$ cat src/rtl/neuron_addr_gen.sv
// neuron_addr_gen: walks a fully connected layer, issuing one registered
// (input addr, weight addr, neuron index) triple per accepted read. Optional bias term: AG_BIAS_EN.
`default_nettype none

module neuron_addr_gen #(
  parameter int N_INPUTS  = 4,
  parameter int N_NEURONS = 3,
  parameter int IN_AW     = 3,
  parameter int W_AW      = 4,
  parameter int N_W       = 2
) (
  input  logic             clk,
  input  logic             reset,
  input  logic             AG_rst,
  input  logic             AG_read,
  output logic [IN_AW-1:0] in_addr,
  output logic [W_AW-1:0]  w_addr,
  output logic [N_W-1:0]   neuron_idx,
  output logic             addr_valid,
  output logic             last_in,
  output logic             done
);

`ifdef AG_BIAS_EN
  localparam int c_T = N_INPUTS + 1;
`else
  localparam int c_T = N_INPUTS;
`endif

  typedef enum logic [0:0] {
    S_RUN  = 1'b0,
    S_DONE = 1'b1
  } state_t;

  state_t           state_q;
  logic [IN_AW-1:0] i_q;
  logic [N_W-1:0]   n_q;
  logic [W_AW-1:0]  w_q;

  logic last_term_d;
  logic final_term_d;
  logic accept_d;

  assign last_term_d  = (i_q == IN_AW'(c_T - 1));
  assign final_term_d = last_term_d && (n_q == N_W'(N_NEURONS - 1));
  assign accept_d     = AG_read && (state_q == S_RUN);

  always_ff @(posedge clk or negedge reset) begin
    if (!reset) begin
      state_q    <= S_RUN;
      i_q        <= '0;
      n_q        <= '0;
      w_q        <= '0;
      in_addr    <= '0;
      w_addr     <= '0;
      neuron_idx <= '0;
      addr_valid <= 1'b0;
      last_in    <= 1'b0;
      done       <= 1'b0;
    end else if (AG_rst) begin
      // Address outputs deliberately keep their last values across a restart.
      state_q    <= S_RUN;
      i_q        <= '0;
      n_q        <= '0;
      w_q        <= '0;
      addr_valid <= 1'b0;
      last_in    <= 1'b0;
      done       <= 1'b0;
    end else begin
      addr_valid <= accept_d;
      last_in    <= accept_d && last_term_d;
      if (accept_d) begin
        in_addr    <= i_q;
        w_addr     <= w_q;
        neuron_idx <= n_q;
        if (final_term_d) begin
          // Freeze counters on the last term so the layer never wraps.
          state_q <= S_DONE;
          done    <= 1'b1;
        end else begin
          w_q <= w_q + 1'b1;
          if (last_term_d) begin
            i_q <= '0;
            n_q <= n_q + 1'b1;
          end else begin
            i_q <= i_q + 1'b1;
          end
        end
      end
    end
  end

endmodule

`default_nettype wire

$ cat config.mk
export PLATFORM = sky130hd
export DESIGN_NAME = neuron_addr_gen
export DESIGN_NICKNAME = d
export VERILOG_FILES = /design/src/rtl/neuron_addr_gen.sv
export SDC_FILE = /design/constraint.sdc
export NUM_CORES = 1
export LEC_CHECK = 0
export ABC_CLOCK_PERIOD_IN_PS = 2000
export BUFFER_PORTS_ARGS = -buffer_cell sky130_fd_sc_hd__buf_4
export CORE_MARGIN = 3
export CORE_UTILIZATION = 45
export CTS_BUF_LIST = sky130_fd_sc_hd__clkbuf_8
export CTS_CLUSTER_DIAMETER = 40
export DETAILED_ROUTE_END_ITERATION = 8
export PLACE_DENSITY = 0.64
export SLEW_MARGIN = 20
export SYNTH_ARGS = -nofsm -noshare
export SYNTH_HDL_FRONTEND = slang
export SYNTH_SLANG_ARGS = --single-unit
$ cat constraint.sdc
create_clock -name clk -period 2 [get_ports clk]
set_input_delay 0.1 -clock clk [delete_from_list [all_inputs] [get_ports clk]]
set_output_delay 0.1 -clock clk [all_outputs]
set_load 0.02 [all_outputs]
Word level (Yosys, flattened, before mapping). Index checks and enable logic that the tools add are counted.

$add $sub $neg: 3. Bitwise operators: 2. Reductions and logical operators: 10. Mux-type cells: 16. Equal/unequal tests: 3.

Operators with widths (count): 2-to-1 mux 3 bit (4); 2-to-1 mux 4 bit (3); 2-to-1 mux 2 bit (4); AND reduction 2 bit (3); nonzero test 2 bit (3); 2-to-1 mux 1 bit (5); adder 4 x 1 -> 4 bit, second input constant (1); adder 3 x 1 -> 3 bit, second input constant (1); equality test 3 x 2 -> 1 bit, second input constant (1); logical AND 1 bit (3); AND reduction 3 bit (1); adder 2 x 1 -> 2 bit, second input constant (1); equality test 2 bit, second input constant (1); != test 2 bit, second input constant (1); NOT 1 bit (2).

Register bits after elaboration: 21. Logic and storage cells: 43. Input port bits: 4.

Longest topological paths before layout. Gate-level depths: netlist of run 1.

Depth after elaboration: 5. Depth in mapped cells: 6. Gate-level depth less buffers: 5.

Worst setup path before layout of run 1. Ideal clock, no wire load.

Path type: register -> register. Start point: reg n_q[0]. End point: reg w_q[2]. Setup slack: 0.478 ns. Arrival: 1.444 ns. Period minus slack after synthesis: 1.522 ns. Data required time: 1.922 ns. Path buffers: 1. Cell stages (with the launch flop): 7. Library setup time: 0.078 ns. Path through: dfrtp_1 > inv_1 > ha_1 > and3b_1 > buf_6 > or4_1 > a21oi_1.

Longest elaborated chain between the ends: 4.

Ends and longest elaborated chain: from (decl) (RTL line 37) `logic [N_W-1:0] n_q;`; from (signal assigned) (RTL line 84) `n_q <= n_q + 1'b1;`; equality test 2 bit (RTL line 45) `assign final_term_d = last_term_d && (n_q == N_W'(N_NEURONS - 1));`; logical AND 1 bit (RTL line 45); != test 2 bit (no line); AND reduction 2 bit (no line); to (signal assigned) (RTL line 81) `w_q <= w_q + 1'b1;`; to (decl) (RTL line 38) `logic [W_AW-1:0] w_q;`.

No other way between the ends. A chain may end at the register's enable or synchronous reset.

Final worst setup path of run 1.
Start point: reg n_q[0]. End point: reg w_q[3].

Same word-level chain as after synthesis.

==> impl_metrics.toml, run 1 <==
[power]
power_density_nw_per_um2 = 729
seqPwrFrac_pct = 57.0
clkPwrFrac_pct = 31.7
p_sw_share_pct = 22.4
netSwitchingPower_mw = 0.178
p_int_mw = 0.619
pwr-share-comb_pct = 11.3
leakage_nw = 0.526
peakVddDrop_uv = 431
p_total_mw = 0.797

[sta]
rsz0062_at_grt = "false"
hold_viol_final = 0
slew_headroom_pct = 71.4
max_freq_ghz = 0.603
fin_skew_ns = 0.00380
min_period_ns = 1.66
tightest_slew_ns = 0.429
min_period_over_period_pct = 83.0
tns_ns = 0
finalSetupViolCount = 0
report.final.slew_viol_count = 0

[critical_path]
worstPathArrival_ns = 1.83
path_max_fanout = 11
reg2reg_from = "n_q[0]$_DFFE_PN0P_"
endpoint_kind = "register"
crit_type = "reg2reg"
critPathTopFamily = "simple AND/OR/NAND/NOR gates"
cp_slowest_cell = "or4_1"
path_cells = "inv_1 > ha_1 > and3b_1 > or4_1 > a21oi_1"
cp_num_buf_inv = 1
cpPeakStageDelay_ns = 0.49
critPathLaunchType = "register"
reg2reg_depth = 5
worstPathRequired_ns = 2.17
rr_endpoint = "w_q[3]$_DFFE_PN0P_"
reg2reg_slack_ns = 0.34

[cts]
clock_path_buffers = 2
numCtsBuffers = 3
cts_tree = "yes"
cts_setup_buffers = 0
cts_sinks = 21
cts_root_buffer = "clkbuf_8"
clk_latency_ns = 0.25
htree_num_levels = 1
path_clk_slew_ns = 0.07

[final_layout]
layout_common_cells = "dfrtp_1 (21), buf_4 (16), mux2_2 (9), a21oi_1 (9), o21ai_0 (5)"
n_antenna_cell = 0
ff_latch_area_um2 = 526
final_common_cell = "dfrtp_1"
multi_input_area_um2 = 354
final_nets = 100
final_util_pct = 60.1
areaGrowthSynthToFinish_pct = 19.9
layout-drive-gt1-share_pct = 30.4
n_fill_cell = 161

[detailed_routing]
drc = 0
avgRoutedWirePerCell_um = 12.6
vias = 621
routed_wirelength_um = 1470
vias_per_cell = 5.31
drt-pass1-iter-count = 4
final_antenna_net_count = 0
drt-initial-drc-count = 5

[yosys]
yosysWarningCount = 0
synth.distinct_cells = 22
synth.avg_cell_area_um2 = 12.2
netlist_area_um2 = 912
syn_inst = 75
yosysSeqAreaShare_pct = 57.6
synth.net_count = 82
ys_ff_latch = 21

[floorplanning]
fp-row-count = 15
die-area_um2 = 2600
io-pin-count = 16
coreArea_um2 = 1820
dieWidth_um = 51.0
start_util_pct = 50.1
die_height_um = 51.0

[run]
maxCapViolCount = 0

[min_path]
whs_path_depth = 2
worstHoldEndpoint = "w_q[3]$_DFFE_PN0P_"
min_path_type = "in2reg"
worstHoldStart = "AG_rst"

[grt]
gr-total-overflow = 0
grt_first_pass_wirelength_um = 2680
grt_start_max_net_pins = 22
grt_usage_pct = 13.8
antenna_found_initial = 0
grt_pass1_vias = 582

[placement]
routabilityCongestion = 0.736
place_hpwl_um = 1080
io_buffers = 15

[outcome]
outcome = "complete, no violations"
## sequential cells by signal, summed over array words and instances (netlist names), 2 cells and up
register,cells
i_q,3
in_addr,3
n_q,2
neuron_idx,2
w_addr,4
w_q,4
## metal layers
layer | wire (um) | share of wire, % | global-route usage (%)
met1 | 680 | 46 | 18.2
met2 | 698 | 47 | 21.5
met3 | 77 | 5.2 | 3.79
met4 | 13 | 0.88 | 5.38
met5 | 0 | 0 | 0
## kinds of logic (layout without fill, tap and decap cells)
family,Yosys count,count (layout),share of synthesized area (%)
fa+ha+maj,3,3,4.12
flops,21,21,57.6
compound gates,18,18,11.0
mux,9,9,11.1
simple gates,18,18,12.6
buf+inv,6,23,3.57
## Yosys cell counts
cell type | instances | area, um^2
or2b_1 | 1 | 7.51
nor3b_1 | 1 | 7.51
nand2b_1 | 2 | 12.5
clkbuf_1 | 1 | 3.75
inv_1 | 2 | 7.51
a21oi_1 | 9 | 45.0
buf_2 | 2 | 10.0
nand3b_1 | 1 | 7.51
ha_1 | 3 | 37.5
dfrtp_1 | 21 | 526
buf_6 | 1 | 11.3
and3b_1 | 1 | 8.76
nor2b_1 | 2 | 12.5
o21ai_0 | 5 | 25.0
nand3_1 | 2 | 10.0
or3_1 | 1 | 6.26
or4_1 | 4 | 30.0
nand2_1 | 1 | 3.75
o31ai_1 | 4 | 30.0
mux2_2 | 9 | 101
nor2_1 | 1 | 3.75
nor3_1 | 1 | 5.00
## stage by stage
step,hold slack (ns),cells,setup slack (ns),cell area (um^2)
after floorplan,-0.196,75,0.478,912
after global placement,-0.00604,112,0.406,1040
after detailed placement,-0.00270,112,0.363,1040
after CTS,0.0945,117,0.344,1090
after global routing,0.107,117,0.225,1090
final,0.107,117,0.340,1090
## how the worst max path moves through the flow
| stage | endpoint | slack (ns) | depth (start not counted) | from |
|---|---|---|---|---|
| after floorplan | w_q[2]$_DFFE_PN0P_ | 0.48 | 6 | n_q[0]$_DFFE_PN0P_ |
| final | w_q[3]$_DFFE_PN0P_ | 0.34 | 5 | n_q[0]$_DFFE_PN0P_ |
| after global placement | w_q[3]$_DFFE_PN0P_ | 0.41 | 5 | n_q[0]$_DFFE_PN0P_ |
| after global routing | w_q[3]$_DFFE_PN0P_ | 0.23 | 5 | n_q[0]$_DFFE_PN0P_ |
| after detailed placement | w_q[3]$_DFFE_PN0P_ | 0.36 | 5 | n_q[0]$_DFFE_PN0P_ |
| after CTS | w_q[3]$_DFFE_PN0P_ | 0.34 | 5 | n_q[0]$_DFFE_PN0P_ |
## power by group through the flow
stage / clock network, mW / registers, mW / logic [mW]
floorplan: 0 / 0.475 / 0.0356
global placement: 0 / 0.461 / 0.0889
detailed placement: 0 / 0.463 / 0.0905
CTS: 0.266 / 0.454 / 0.0916
global route: 0.287 / 0.457 / 0.100
finish: 0.253 / 0.454 / 0.0899
## what timing repair did
action,CTS,global route
hold buffers,1,0
hold endpoints to repair,21,0
resized for setup,0,0
## layout make-up
| type | instances | area share, % |
|---|---|---|
| inverter | 2 | 0.686 |
| clock buffer | 3 | 3.78 |
| multi-input combinational | 48 | 32.4 |
| clock inverter | 1 | 0.343 |
| sequential | 21 | 48.1 |
| tap | 25 | 2.86 |
| timing repair buffer | 17 | 11.9 |
No activity file was read; power rests on OpenSTA's default activity.
==> inputs of run 2 (changes only) <==
--- a/config.mk
+++ b/config.mk
@@ -5,14 +5,15 @@
 export SDC_FILE = /design/constraint.sdc
 export NUM_CORES = 1
 export LEC_CHECK = 0
-export ABC_CLOCK_PERIOD_IN_PS = 2000
+export ABC_AREA = 1
+export ABC_CLOCK_PERIOD_IN_PS = 1500
 export BUFFER_PORTS_ARGS = -buffer_cell sky130_fd_sc_hd__buf_4
 export CORE_MARGIN = 3
 export CORE_UTILIZATION = 45
 export CTS_BUF_LIST = sky130_fd_sc_hd__clkbuf_8
 export CTS_CLUSTER_DIAMETER = 40
 export DETAILED_ROUTE_END_ITERATION = 8
-export PLACE_DENSITY = 0.64
+export PLACE_DENSITY = 0.67
 export SLEW_MARGIN = 20
 export SYNTH_ARGS = -nofsm -noshare
 export SYNTH_HDL_FRONTEND = slang
==> constraint.sdc (replaced) <==
create_clock -name clk -period 1.5 [get_ports clk]
set_input_delay 0.075 -clock clk [delete_from_list [all_inputs] [get_ports clk]]
set_output_delay 0.075 -clock clk [all_outputs]
set_load 0.02 [all_outputs]
==> run 2 against run 1 <==
Synthesized cell count increased by 33%; die area increased by 1.1%; setup slack got worse by 0.13 ns; routed wire length increased by 8.1%; clock skew decreased by 0.0016 ns; via count increased by 8.7%; final cell count increased by 23%; register-to-register slack got worse by 0.13 ns; maximum frequency increased by 29%; first-iteration DRC count increased by 40%; non-clock buffer count decreased by 1.
==> impl_metrics.toml, run 2 <==
[floorplanning]
die-area_um2 = 2630
io-pin-count = 16
start_util_pct = 50.2
coreArea_um2 = 1840
fp-row-count = 15
dieWidth_um = 51.3
die_height_um = 51.3

[critical_path]
critPathLaunchType = "register"
worstPathArrival_ns = 1.44
path_cells = "inv_1 > ha_1 > o21ai_0 > nand2_1 > nand2_1 > nand2_1"
cp_slowest_cell = "dfrtp_1"
cp_num_buf_inv = 1
critPathTopFamily = "flip-flops"
cpPeakStageDelay_ns = 0.37
reg2reg_from = "n_q[0]$_DFFE_PN0P_"
rr_endpoint = "n_q[0]$_DFFE_PN0P_"
crit_cells = 6
crit_type = "reg2reg"
worstPathRequired_ns = 1.65
reg2reg_slack_ns = 0.21
endpoint_kind = "register"
path_max_fanout = 3
crit_top_cell = "nand2_1"
reg2reg_depth = 6

[grt]
gr-total-overflow = 0
antenna_found_initial = 0
grt_first_pass_wirelength_um = 2830
grt_pass1_vias = 683
grt_start_max_net_pins = 22
grt_usage_pct = 14.7

[sta]
max_freq_ghz = 0.777
report.final.slew_viol_count = 0
tns_ns = 0
rsz0062_at_grt = "false"
min_period_over_period_pct = 85.8
min_period_ns = 1.29
slew_headroom_pct = 80.3
fin_skew_ns = 0.00220
tightest_slew_ns = 0.293
finalSetupViolCount = 0
whs_ns = 0.0684
hold_viol_final = 0
fin_ws_ns = 0.214

[yosys]
yosys.area_share.simple_pct = 24.5
synthTopCellsByCount = "nand2_1 (36), dfrtp_1 (21), nand3_1 (8), inv_1 (7)"
synth_fa_ha_area_share_pct = 4.07
syn_inst = 100
yosys-mux-area-fraction_pct = 0
synth.distinct_cells = 19
synth_top_family_by_area = "simple AND/OR/NAND/NOR gates"
synth_compound_area_share_pct = 7.99
async_flop_share_pct = 100
synth_most_common_cell = "nand2_1"
synth.net_count = 107
synthTopCellsByArea = "dfrtp_1 (57%), nand2_1 (15%), nand3_1 (4.3%), ha_1 (4.1%), o21ai_2 (3.8%)"
yosysWarningCount = 0
synth_xor_area_share_pct = 0.949
synth.avg_cell_area_um2 = 9.23
ys.flop_type = "dfrtp_1"
netlist_area_um2 = 923
ys_ff_latch = 21
yosysSeqAreaShare_pct = 56.9
synth_top_area_share_pct = 56.9
synth_edf_count = 0
yosysTopAreaCell = "dfrtp_1"

[final_layout]
final_nets = 127
top_regs = "w_addr (4), w_q (4)"
multi_input_area_um2 = 347
final_util_pct = 60.5
areaGrowthSynthToFinish_pct = 20.5
layout_common_cells = "nand2_1 (36), dfrtp_1 (21), buf_4 (15)"
ff_latch_area_um2 = 526
n_fill_cell = 180
final_common_cell = "nand2_1"
n_antenna_cell = 0
finalNonFillerCells = 144
layout-drive-gt1-share_pct = 24.4
final_area_um2 = 1110

[cts]
cts_resized = 0
numCtsBuffers = 3
htree_num_levels = 1
cts_setup_buffers = 0
cts_sinks = 21
clock_path_buffers = 2
cts_tree = "yes"
cts_root_buffer = "clkbuf_8"
path_clk_slew_ns = 0.08
clk_latency_ns = 0.26

[placement]
io_buffers = 15
preCtsSetupSlack_ns = 0.223
place_hpwl_um = 1130
placed_area_um2 = 1060
routabilityCongestion = 0.778
place_inst = 139

[detailed_routing]
avgRoutedWirePerCell_um = 11.0
drc = 0
final_antenna_net_count = 0
vias = 675
drt-pass1-iter-count = 4
drt-initial-drc-count = 7
vias_per_cell = 4.69
routed_wirelength_um = 1590

[min_path]
whs_path_depth = 2
worstHoldStart = "AG_rst"
min_path_type = "in2reg"
worstHoldEndpoint = "addr_valid$_DFF_PN0_"

[power]
p_total_mw = 1.23
peakVddDrop_uv = 783
power_density_nw_per_um2 = 1110
leakage_nw = 0.596

[run]
maxCapViolCount = 0

[outcome]
outcome = "complete, no violations"
run 2: changes by cell type after synthesis, moves of 5 or more:
cell / previous run / this run
a21oi_1: 9 / 0
inv_1: 2 / 7
mux2_2: 9 / 0
nand2_1: 1 / 36
nand3_1: 2 / 8
run 2: report_power, final:
part / switching [mW] / internal (mW)
sequential: 0.0362 / 0.616
clock: 0.181 / 0.185
combinational: 0.129 / 0.0851
total: 0.345 / 0.886
run 2: kinds of logic (layout without fill, tap and decap cells):
group           count (synthesis)  after routing
simple gates                   53             53
fa+ha+maj                       3              3
xor+xnor                        1              1
buf+inv                        11             30
compound gates                 11             11
flops                          21             21
run 2: worst register-to-register path, stage by stage (launching register included):
cell	delay, ns
dfrtp_1	0.37
inv_1	0.07
ha_1	0.23
o21ai_0	0.28
nand2_1	0.11
nand2_1	0.07
nand2_1	0.05
run 2: timing repair:
item                                   in CTS  in global routing
setup endpoints to repair                   0                  0
hold buffers                                1                  0
endpoints found under the hold margin      21                  0
run 2: final cells by class:
class / instances / area share (%)
flip-flops and latches: 21 / 47.2
multi-input cells: 68 / 31.2
repair buffers: 16 / 11.0
clock buffers: 3 / 3.71
inverters: 10 / 3.60
well taps: 25 / 2.81
clock inverters: 1 / 0.450
run 2: worst max-delay path by stage:
stage	startpoint	endpoint	slack, ns
after floorplan	state_q$_DFFE_PN0P_	in_addr[1]$_DFFE_PN0P_	0.31
after global placement	n_q[0]$_DFFE_PN0P_	n_q[1]$_DFFE_PN0P_	0.25
after detailed placement	n_q[0]$_DFFE_PN0P_	n_q[0]$_DFFE_PN0P_	0.22
after CTS	n_q[0]$_DFFE_PN0P_	n_q[0]$_DFFE_PN0P_	0.21
after global routing	i_q[1]$_DFFE_PN0P_	n_q[0]$_DFFE_PN0P_	0.009
final	n_q[0]$_DFFE_PN0P_	n_q[0]$_DFFE_PN0P_	0.21
run 2: layer usage:
metal | vias to the layer above | wire (um) | track usage, %
met5 | - | 0 | 0
met4 | 0 | 13 | 7.86
met3 | 2 | 55 | 3.50
met2 | 14 | 703 | 23.2
met1 | 303 | 816 | 18.5
li1 | 356 | - | -
==> inputs of run 3 (changes only) <==
--- a/config.mk
+++ b/config.mk
@@ -13,7 +13,7 @@
 export CTS_BUF_LIST = sky130_fd_sc_hd__clkbuf_8
 export CTS_CLUSTER_DIAMETER = 40
 export DETAILED_ROUTE_END_ITERATION = 8
-export PLACE_DENSITY = 0.67
+export PLACE_DENSITY = 0.69
 export SLEW_MARGIN = 20
 export SYNTH_ARGS = -nofsm -noshare
 export SYNTH_HDL_FRONTEND = slang
==> run 3 against run 2 <==
Largest power group unchanged; total power fell by 0.82%; sequential share of layout area fell by 0.26 points; first-iteration DRC count up 110%; count of clock-buffer cells in the layout is the same; critical path depth did not move; highest routed layer unchanged; setup slack worse by 0.029 ns; clock skew is 0.0045 ns higher; critical endpoint is now n_q[1]$_DFFE_PN0P_; core utilization is 0.34 points higher.
==> impl_metrics.toml, run 3 (synthesized netlist as in run 2, its figures left out) <==
[sta]
slew_headroom_pct = 79.6
min_period_over_period_pct = 87.7
tightest_slew_ns = 0.303
report.final.slew_viol_count = 0
rsz0062_at_grt = "false"
min_period_ns = 1.32
max_freq_ghz = 0.760
tns_ns = 0
finalSetupViolCount = 0
hold_viol_final = 0
fin_ws_ns = 0.184
fin_skew_ns = 0.00668

[floorplanning]
start_util_pct = 50.2
coreArea_um2 = 1840
io-pin-count = 16
die_height_um = 51.3
fp-row-count = 15
die-area_um2 = 2630
dieWidth_um = 51.3

[run]
maxCapViolCount = 0

[final_layout]
layout_common_cells = "nand2_1 (36), dfrtp_1 (21), buf_4 (16)"
n_antenna_cell = 0
final_nets = 128
final_common_cell = "nand2_1"
areaGrowthSynthToFinish_pct = 21.1
top_regs = "w_addr (4), w_q (4)"
layout-drive-gt1-share_pct = 24.2

[critical_path]
reg2reg_from = "i_q[0]$_DFFE_PN0P_"
cp_slowest_cell = "dfrtp_1"
reg2reg_depth = 6
crit_type = "reg2reg"
path_cells = "ha_1 > nand2_1 > o21ai_0 > nand2_1 > nand2_1 > nand2_1"
endpoint_kind = "register"
critPathLaunchType = "register"
cpPeakStageDelay_ns = 0.38
rr_endpoint = "n_q[1]$_DFFE_PN0P_"
reg2reg_slack_ns = 0.18
worstPathArrival_ns = 1.46
cp_num_buf_inv = 0
path_max_fanout = 4
critPathTopFamily = "flip-flops"
crit_top_cell = "nand2_1"
worstPathRequired_ns = 1.65

[power]
leakage_nw = 0.603
peakVddDrop_uv = 739
power_density_nw_per_um2 = 1090

[detailed_routing]
drt-pass1-iter-count = 4
drc = 0
routed_wirelength_um = 1580
avgRoutedWirePerCell_um = 10.9
vias_per_cell = 4.72
drt-initial-drc-count = 15
vias = 685
final_antenna_net_count = 0

[min_path]
worstHoldStart = "AG_rst"
worstHoldEndpoint = "state_q$_DFFE_PN0P_"
whs_path_depth = 2
min_path_type = "in2reg"

[cts]
htree_num_levels = 1
cts_resized = 0
numCtsBuffers = 3
cts_root_buffer = "clkbuf_8"
clk_latency_ns = 0.26
path_clk_slew_ns = 0.08
clock_path_buffers = 2
cts_tree = "yes"
cts_sinks = 21

[placement]
io_buffers = 15
routabilityCongestion = 0.759
preCtsSetupSlack_ns = 0.205
place_hpwl_um = 1150

[grt]
grt_start_max_net_pins = 22
grt_usage_pct = 14.9
gr-total-overflow = 0
grt_first_pass_wirelength_um = 2940
grt_pass1_vias = 669
antenna_found_initial = 0

[outcome]
outcome = "complete, no violations"
==> run 3: cell count changes in the layout (fill, tap and decap cells not counted) <==
cell,before,now
inv_1,7,8
buf_4,15,16
clkinv_2,1,0
==> run 3: worst max path at each step <==
| stage | startpoint | to | slack [ns] | cells past startpoint |
|---|---|---|---|---|
| 3_5_place_dp | i_q[0]$_DFFE_PN0P_ | n_q[1]$_DFFE_PN0P_ | 0.20 | 6 |
| 2_1_floorplan | state_q$_DFFE_PN0P_ | in_addr[1]$_DFFE_PN0P_ | 0.31 | 7 |
| 6_report | i_q[0]$_DFFE_PN0P_ | n_q[1]$_DFFE_PN0P_ | 0.18 | 6 |
| 3_3_place_gp | n_q[0]$_DFFE_PN0P_ | n_q[1]$_DFFE_PN0P_ | 0.25 | 6 |
| 5_1_grt | i_q[0]$_DFFE_PN0P_ | n_q[1]$_DFFE_PN0P_ | 0.02 | 6 |
| 4_1_cts | i_q[0]$_DFFE_PN0P_ | n_q[1]$_DFFE_PN0P_ | 0.20 | 6 |
==> run 3: worst register-to-register path, cell delays in order (launching register included) <==
cell and delay, ns:
dfrtp_1 0.38, ha_1 0.18, nand2_1 0.12, o21ai_0 0.29, nand2_1 0.12, nand2_1 0.08, nand2_1 0.04
==> run 3: per-stage QoR <==
| step | cells | area, um^2 | util, % | total power, mW | hold WS [ns] |
|---|---|---|---|---|---|
| after floorplan | 100 | 923 | - | 0.793 | -0.221 |
| after global placement | 140 | 1060 | 57.8 | 0.875 | -0.0291 |
| after detailed placement | 140 | 1060 | 57.8 | 0.882 | -0.0247 |
| after CTS | 145 | 1120 | 60.8 | 1.24 | 0.0684 |
| after global routing | 145 | 1120 | 60.8 | 1.31 | 0.0997 |
| final | 145 | 1120 | 60.8 | 1.22 | 0.0700 |
==> run 3: power by group <==
group	switching, mW	internal [mW]
registers	0.0352	0.617
clock network	0.171	0.182
logic	0.130	0.0870
total	0.336	0.886
==> run 3: final cells by class <==
type	count	area, um^2
sequential	21	526
fill	171	721
tap	25	31.3
timing repair buffer	17	130
inverter	10	40.0
clock buffer	3	41.3
multi-input combinational	68	347
clock inverter	1	3.75
==> run 3: repair_timing <==
action | 4_1_cts | 5_1_grt
buffers inserted | 0 | 0
hold buffers | 1 | 0
endpoints found under the hold margin | 21 | 0
==> run 3: metal layers <==
layer	vias up	track usage [%]	wire length [um]
li1	359	-	-
met1	307	20.7	791
met2	17	23.0	689
met3	2	2.92	85
met4	0	5.24	14
met5	-	0	0
